File: config.mk
export PLATFORM = sky130hd
export DESIGN_NAME = weave_sum_acc
export DESIGN_NICKNAME = d
export VERILOG_FILES = /design/src/rtl/weave_sum_acc.sv
export SDC_FILE = /design/constraint.sdc
export NUM_CORES = 1
export LEC_CHECK = 0
export ABC_AREA = 1
export CORE_UTILIZATION = 47
export CTS_CLUSTER_SIZE = 8
export DETAILED_ROUTE_END_ITERATION = 8
export GPL_ROUTABILITY_DRIVEN = 0
export PLACE_DENSITY = 0.77
export SETUP_SLACK_MARGIN = 0.4
export SKIP_LAST_GASP = 1
export SYNTH_ARGS = -nofsm -noshare
export SYNTH_HDL_FRONTEND = slang
export SYNTH_SLANG_ARGS = --single-unit
File: constraint.sdc
create_clock -name clk -period 2.23 [get_ports clk]
set_input_delay 0.223 -clock clk [delete_from_list [all_inputs] [get_ports clk]]
set_output_delay 0.223 -clock clk [all_outputs]
set_load 0.005 [all_outputs]
File: src/rtl/weave_sum_acc.sv
// N-channel unsigned adder with wrap/saturate and one-shot/accumulate modes.
// Sticky overflow, beat counter, one-entry valid/ready output register.
module weave_sum_acc #(
   parameter int unsigned WIDTH = 8,
   parameter int unsigned N_CH  = 2,
   parameter int unsigned CNT_W = 8
) (
   input  logic                    clk,
   input  logic                    rst,
   input  logic [N_CH*WIDTH-1:0]   in_data,
   input  logic                    in_valid,
   output logic                    in_ready,
   input  logic [1:0]              mode,
   input  logic                    clear,
   output logic [WIDTH-1:0]        out_data,
   output logic                    out_valid,
   input  logic                    out_ready,
   output logic                    ovf,
   output logic [CNT_W-1:0]        beat_cnt
);

   localparam int unsigned SumW = WIDTH + $clog2(N_CH);
   // One extra bit so accumulator + full sum cannot truncate.
   localparam int unsigned TotW = SumW + 1;
   localparam logic [TotW-1:0] MaxVal = {{(TotW - WIDTH){1'b0}}, {WIDTH{1'b1}}};

   logic [WIDTH-1:0] acc_q, acc_d;
   logic             ovf_q, ovf_d;
   logic [CNT_W-1:0] cnt_q, cnt_d;
   logic [WIDTH-1:0] out_data_q, out_data_d;
   logic             out_valid_q, out_valid_d;

   logic             acc_en;
   logic             acc_mode;
   logic             sat_mode;
   logic [SumW-1:0]  sum;
   logic [WIDTH-1:0] acc_base;
   logic [TotW-1:0]  pre_red;
   logic             beat_ovf;
   logic [WIDTH-1:0] result;

   assign in_ready = !out_valid_q || out_ready;
   assign acc_en   = in_valid && in_ready;
   assign acc_mode = mode[1];
   assign sat_mode = mode[0];

   always_comb begin
      sum = '0;
      for (int i = 0; i < int'(N_CH); i++) begin
         sum = sum + SumW'(in_data[i*WIDTH +: WIDTH]);
      end
   end

   always_comb begin
      acc_base = clear ? '0 : acc_q;
      if (acc_mode) begin
         pre_red = TotW'(sum) + TotW'(acc_base);
      end else begin
         pre_red = TotW'(sum);
      end
      beat_ovf = pre_red > MaxVal;
      if (sat_mode && beat_ovf) begin
         result = '1;
      end else begin
         result = pre_red[WIDTH-1:0];
      end
   end

   always_comb begin
      acc_d       = acc_q;
      ovf_d       = ovf_q;
      cnt_d       = cnt_q;
      out_data_d  = out_data_q;
      out_valid_d = out_valid_q;

      if (acc_en) begin
         if (acc_mode) begin
            acc_d = result;
         end else if (clear) begin
            acc_d = '0;
         end
         // Clear on an accepting cycle keeps only this beat's overflow.
         ovf_d       = (ovf_q && !clear) || beat_ovf;
         cnt_d       = clear ? CNT_W'(1) : cnt_q + CNT_W'(1);
         out_data_d  = result;
         out_valid_d = 1'b1;
      end else begin
         if (clear) begin
            acc_d = '0;
            ovf_d = 1'b0;
            cnt_d = '0;
         end
         if (out_valid_q && out_ready) begin
            out_valid_d = 1'b0;
         end
      end
   end

   always_ff @(posedge clk or posedge rst) begin
      if (rst) begin
         acc_q       <= '0;
         ovf_q       <= 1'b0;
         cnt_q       <= '0;
         out_data_q  <= '0;
         out_valid_q <= 1'b0;
      end else begin
         acc_q       <= acc_d;
         ovf_q       <= ovf_d;
         cnt_q       <= cnt_d;
         out_data_q  <= out_data_d;
         out_valid_q <= out_valid_d;
      end
   end

   assign out_data  = out_data_q;
   assign out_valid = out_valid_q;
   assign ovf       = ovf_q;
   assign beat_cnt  = cnt_q;

endmodule

# Word level (Yosys, flattened, before mapping)
# Index checks and enable logic that the tools add are counted.
# Widths: inputs -> output; s select.
[word_totals]
regBits = 26
input_bits = 23
output_inout_bits = 19
[classes]
add_sub_neg = 3
order_cmp = 1
reduce_logical = 10
n_mux = 12
[op_table]
columns = ["op", "n"]
rows = [
  ["$mux 8", 7],
  ["$add 9x8->10", 1],
  ["$gt 10x8->1 const B", 1],
  ["$mux 10", 1],
  ["$add 8x8->9", 1],
  ["$add 8x1->8 const B", 1],
  ["$logic_and 1x1->1", 4],
  ["$mux 1", 4],
  ["$reduce_bool 2->1", 2],
  ["$logic_not 1->1", 2],
  ["$logic_or 1x1->1", 2],
]

# Logic depth before layout (Yosys ltp)
# Gate-level depths: netlist of the first run.
[depth]
depth_word = 8
depth_mapped = 22

# Worst setup path after synthesis of the first run
# OpenSTA, ideal clock, no wires.
[synth_path]
kind = "input to register"
start = "input port in_data[2]"
end = "register out_data_q[2], in the netlist out_data[2]"
stages = 20
setup_time_ns = 0.118
t_required_ns = 2.112
arrival_time_ns = 2.603
path_buffers = 1
slack_ns = -0.491
path_cell_list = "ha_1 nand3_1 nand2_1 a21oi_1 o21ai_0 xor2_1 inv_1 ha_1 nand2_1 o21ai_0 nor2_1 nor2_2 nand3_2 a21oi_2 nand3_2 nand3_4 buf_6 nand2_1 nand2_1 nand2_1"
[synth_between]
elab_chain_cells = 6
[synth_lines]
columns = ["element", "line_no", "text"]
rows = [
  ["start, declared", "10", "input logic [N_CH*WIDTH-1:0] in_data,"],
  ["$add 8x8->9 (*)", "50", "sum = sum + SumW'(in_data[i*WIDTH +: WIDTH]);"],
  ["$add 9x8->10", "57", "pre_red = TotW'(sum) + TotW'(acc_base);"],
  ["$mux 10 (*)", "56", "if (acc_mode) begin"],
  ["$gt 10x8->1", "61", "beat_ovf = pre_red > MaxVal;"],
  ["$logic_and 1x1->1", "62", "if (sat_mode && beat_ovf) begin"],
  ["$mux 8 (*)", "62", ""],
  ["end signal, assigned", "110", "out_data_q <= out_data_d;"],
  ["end, declared", "30", "logic [WIDTH-1:0] out_data_q, out_data_d;"],
]
# Mark *: on every way between the ends. The rest lies on a longest branch, timed or not.
# A chain may end at the register's enable or synchronous reset.

# Final worst setup path of the first run
[layout_path]
start = "input port in_data[0]"
end = "register out_data_q[1], in the netlist out_data[1]"
# The elaborated chain is that of the path after synthesis.

==> results of run 1 <==
==> through the flow <==
step           power (mW)  std cells  utilization  hold slack, ps  setup TNS [ps]
2_1_floorplan        1.00        295            -             263           -4440
3_3_place_gp         1.32        418        0.693             451          -15400
5_1_grt              1.90        432        0.772             333           -9590
6_report             1.78        432        0.772             285           -7280
3_5_place_dp         1.34        418        0.693             464          -16930
4_1_cts              1.73        427        0.748             298           -5850
==> cell type report <==
class,instances,area [µm²],area share
Multi-Input combinational cell,218,1470,0.463
Timing Repair Buffer,89,769,0.242
Inverter,45,169,0.0531
Clock buffer,4,55.1,0.0173
Tap cell,50,62.6,0.0197
Sequential cell,26,651,0.205
==> metal layers <==
metal	track usage	share of wire	vias up
li1	-	-	1115
met1	0.322	0.44	1036
met2	0.440	0.48	63
met3	0.0617	0.050	17
met4	0.115	0.027	0
met5	0	0	-
==> state kept, by name, summed over array words and instances, names as in the netlist <==
signal,flops
ovf,1
acc_q,8
out_valid,1
out_data,8
beat_cnt,8
==> what timing repair did <==
action                     in CTS  in global routing
cloned                          1                  0
pin swaps                      26                 32
setup endpoints to repair      17                 19
buffers inserted                4                  5
gates resized for setup        61                 18
==> kinds of logic after synthesis <==
family	Yosys count	share of synthesized area
AND/OR/NAND/NOR	150	0.321
buffers and inverters	52	0.0990
AO/OA/AOI/OAI	41	0.112
flip-flops	26	0.316
adder cells (fa/ha/maj)	19	0.123
XOR/XNOR	7	0.0298
==> final timing paths <==
check,slack [ps],to,cells past startpoint
setup / recovery,-460,out_data[1],22
hold / removal,290,ovf,3
setup reg to reg,-80,out_data[1],15
hold reg to reg,470,beat_cnt[7],1
max in group asynchronous,1690,beat_cnt[5],3
min in group clk,460,out_data[0],6
==> synth_stat cells (all sizes together) <==
library cell	number
nand2	105
or2	1
a21oi	19
o21a	2
o21bai	2
nor2	16
o21ai	14
nand4	2
nor3	4
nand3	22
xnor2	1
clkinv	1
a22oi	1
xor2	6
ha	17
clkbuf	6
a31o	1
buf	1
inv	44
dfrtp	26
a21o	1
a221oi	1
fa	2
==> worst reg2reg max path, stage by stage (launching register included) <==
cell,delay [ps]
dfrtp_1,330
nand2_1,60
inv_1,80
ha_1,160
inv_1,50
fa_2,370
nor3_4,200
nor2_2,70
nor2_2,90
nand3_2,80
a21oi_2,180
nand3_4,130
nand3_4,170
nand2_2,70
nand2_1,70
nand2_1,60
==> power groups by stage <==
stage	combinational (mW)	sequential [mW]	clock (mW)
2_1_floorplan	0.427	0.575	0
3_3_place_gp	0.743	0.574	0
3_5_place_dp	0.766	0.573	0
4_1_cts	0.849	0.565	0.312
5_1_grt	1.01	0.569	0.324
6_report	0.912	0.565	0.306
==> placed cells by master, fill, tap and decap left out, types with 9 or more instances in the layout <==
master	netlist	final
buf_4	0	48
clkdlybuf4s50_1	0	27
o21ai_0	14	12
inv_1	43	40
nand2_1	102	85
nand3_2	6	13
nand2_2	3	19
a21oi_1	18	16
nor2_1	15	14
dfrtp_1	26	26
ha_4	0	9
==> impl_metrics.toml, run 1 <==
[power_and_ir_drop]
p_clk_frac = 0.172
switching_share = 0.360
combPwrFrac = 0.511
ir_drop_uv = 423
p_leak_nw = 1.65
power_density_nw_per_um2 = 561
seqPwrFrac = 0.317
switching_power_uw = 641
intPower_mw = 1.14

[timing]
fin_skew_ps = 0.991
fin_crit_sh = 1.20
fin_crit_ps = 2690
slew_headroom = 0.631
max_freq_mhz = 372
tightest_slew_ps = 552
final_max_slew_viol_count = 0
finalWorstSetupSlack_ps = -456
setup_violations = 17
rsz0062_at_grt = "true"
hold_violations = 0

[worst_setup_path]
critPathSlowestCell = "fa_2"
crit_top_cell = "nand2_1"
critical_path_class = "input pin to register"
cp-startpoint = "in_data[0]"
cp_top_family = "simple AND/OR/NAND/NOR gates"
max_stage_delay_ps = 340
critical_path.endpoint_type = "register"
path_max_fanout = 8
worst_setup_path_start_kind = "input pin"
crit_path_cell_trace = "buf_6 > ha_4 > fa_2 > nand2_1 > nand2_1 > nand2_1 > xor2_1 > ha_1 > nand2_1 > inv_2 > nand4_1 > nand3_2 > nand3_2 > nand2_2 > inv_2 > nand2_2 > nand2_2 > nand3_4 > nand3_4 > nand2_2 > nand2_1 > nand2_1"
rr_startpoint = "acc_q[0]"
cp_num_buf_inv = 3
crit_arrival_ps = 2860
critPathRequiredTime_ps = 2400

[global_routing]
grt_antenna_before_repair = 0
grt-ovfl-total = 0
grt_pass1_wl_mm = 9.14
grt_max_degree = 27
grt_use_total = 0.264
grt_pass1_vias = 2155

[job]
max-cap-violations = 0

[synthesis]
synth_top_area_share = 0.316
synth.distinct_cells = 31
synth_nets = 337
yosysTopAreaCell = "dfrtp_1"
postSynthAreaPerCell_um2 = 6.99
synth-seq-cells = 26
yosysWarnings = 0
synthCells = 295
yosysSeqAreaShare = 0.316
syn_area_um2 = 2060
yosys-top-cells-area = "dfrtp_1 (32%), nand2_1 (19%), ha_1 (10%), inv_1 (7.8%), a21oi_1 (4.4%)"

[routing]
routed_via_density = 5.16
wl_per_cell_um = 13.2
via_count = 2231
drc_errors = 0
drtIter0Drc = 102
dr.pass1.iters = 4
postRouteAntennaNets = 0
routed_wirelength_mm = 5.72

[place]
pre_cts_slack_ps = -1040
dp_hpwl_mm = 4.10
portBuffers = 41
placed_area_um2 = 2850

[clock_tree]
clkSinkCount = 26
ctsHtreeMaxLevel = 1
clkTransAtPathRegs_ps = 90
clock_path_buffers = 2
cts_root_buf = "clkbuf_8"
hold_buffers = 0
cts_tree = "built"
cts_made_buffers = 3
worstSkewPairLatency_ps = 270

[finish]
final_area_um2 = 3180
fill_cells = 280
nets = 425
insertedDiodeCount = 0
drive_above_1_share = 0.317
area_growth_pct = 54.2

[floorplanning]
io_pins = 42
initial_core_util = 0.501
rows = 23
die_area_um2 = 4650
die_w_um = 68.2
dieHeight_um = 68.2
coreArea_um2 = 4120

[run_status]
status = "finished, violations left"
violations = "setup timing"

[hold_path]
hp-class = "input pin to asynchronous set/reset pin"
Note: power is estimated with default switching activity, not from simulation.
==> inputs of run 2 (changes only) <==
Settings changed: CORE_MARGIN set to 3.
==> impl_metrics.toml, run 2 (synthesized netlist as in run 1, its figures left out) <==
[run_status]
status = "finished, violations left"
violations = "setup timing"

[finish]
final_common_cell = "nand2_1"
final_cell_mix = "nand2_1 (79), buf_4 (47), inv_1 (40)"
nets = 427
final_util = 0.818
insertedDiodeCount = 0
drive_above_1_share = 0.357
area_growth_pct = 63.3
final_area_um2 = 3360

[routing]
routed_wirelength_mm = 7.17
drtIter0Drc = 223
routed_via_density = 5.53
dr.pass1.iters = 4
postRouteAntennaNets = 0
drc_errors = 0
wl_per_cell_um = 16.5
via_count = 2401

[clock_tree]
cts_made_buffers = 3
hold_buffers = 0
cts_tree = "built"
clkTransAtPathRegs_ps = 100
clock_path_buffers = 2
worstSkewPairLatency_ps = 280
cts_root_buf = "clkbuf_8"
ctsHtreeMaxLevel = 1
clkSinkCount = 26

[place]
placed_area_um2 = 2880
pre_cts_slack_ps = -1030
portBuffers = 41
dp_hpwl_mm = 4.22

[timing]
fin_crit_sh = 1.27
slew_headroom = 0.631
setup_violations = 17
whs_ps = 289
fin_crit_ps = 2820
fin_skew_ps = 9.19
rsz0062_at_grt = "true"
hold_violations = 0
max_freq_mhz = 354
final_max_slew_viol_count = 0
finalWorstSetupSlack_ps = -592
tightest_slew_ps = 551

[power_and_ir_drop]
power_density_nw_per_um2 = 601
ir_drop_uv = 452
p_leak_nw = 1.70
finalPower_mw = 2.02

[global_routing]
grt_antenna_before_repair = 0
grt_use_total = 0.245
grt_pass1_vias = 2270
grt_pass1_wl_mm = 10.4
grt-ovfl-total = 0
grt_max_degree = 27

[worst_setup_path]
crit_arrival_ps = 3000
critical_path_class = "input pin to register"
worst_setup_path_start_kind = "input pin"
critPathRequiredTime_ps = 2410
critical_path.endpoint_type = "register"
path_max_fanout = 8

[floorplanning]
initial_core_util = 0.501
rows = 23
io_pins = 42
coreArea_um2 = 4120
die_w_um = 72.2
die_area_um2 = 5220
dieHeight_um = 72.2

[job]
max-cap-violations = 0

[hold_path]
hp-class = "input pin to asynchronous set/reset pin"
## run 2: cell count changes in the layout (fill, tap and decap cells not counted), sizes merged
cell | before | now
buf | 54 | 56
bufinv | 0 | 1
clkbuf | 4 | 3
## run 2: worst max-delay path, cell delays in order
cell and delay, ps:
buf_6 100, ha_4 170, fa_2 410, nand2_2 100, nand2_2 70, nand2_4 90, xor2_4 180, ha_4 240
nand2_1 60, inv_1 70, nand4_1 110, nand3_2 100, nand3_1 90, nand2_1 70, inv_1 90, nand2_1 70
nand2_1 120, nand3_4 130, nand3_4 180, nand3_1 110, nand2_1 130, inv_1 60
## run 2: where the power goes
| group | internal [mW] | switching (mW) |
|---|---|---|
| Clock | 0.241 | 0.159 |
| Sequential | 0.533 | 0.0345 |
| Combinational | 0.514 | 0.539 |
| Total | 1.29 | 0.733 |
## run 2: repair_timing
item                                   CTS  global route
gates resized for setup                 61            44
setup endpoints to repair               17            19
endpoints found under the hold margin    0             0
pin swaps                               32            37
buffers inserted                         7             2
cloned                                   1             0
## run 2: cell type report
| cell class | instances | area, µm² |
|---|---|---|
| repair buffers | 91 | 811 |
| well taps | 50 | 62.6 |
| clock buffers | 3 | 41.3 |
| inverters | 45 | 169 |
| fillers | 234 | 751 |
| multi-input cells | 218 | 1600 |
| clock inverters | 1 | 30.0 |
| flip-flops and latches | 26 | 651 |
## run 2: through the flow
step	TNS [ps]	instances
CTS	-6050	432
global placement	-15680	420
detailed placement	-16490	420
floorplan	-4440	295
global route	-11260	434
finish	-8450	434
## run 2: worst paths after layout
kind | start | slack (ps) | end | depth (start not counted)
worst max-delay path | in_data[0] | -590 | acc_q[3] | 22
worst min-delay path | rst | 290 | out_data[2] | 3
worst max register to register | acc_q[0] | -220 | acc_q[3] | 15
worst min register to register | beat_cnt[7] | 470 | beat_cnt[7] | 1
max in group asynchronous | rst | 1680 | acc_q[5] | 3
min in group clk | beat_cnt[7] | 470 | beat_cnt[7] | 1
## run 2: routing by layer
layer,global-route usage,up-vias,share of wire
li1,-,1113,-
met1,0.313,1110,0.38
met2,0.430,137,0.48
met3,0.0457,41,0.076
met4,0.0564,0,0.057
met5,0,-,0
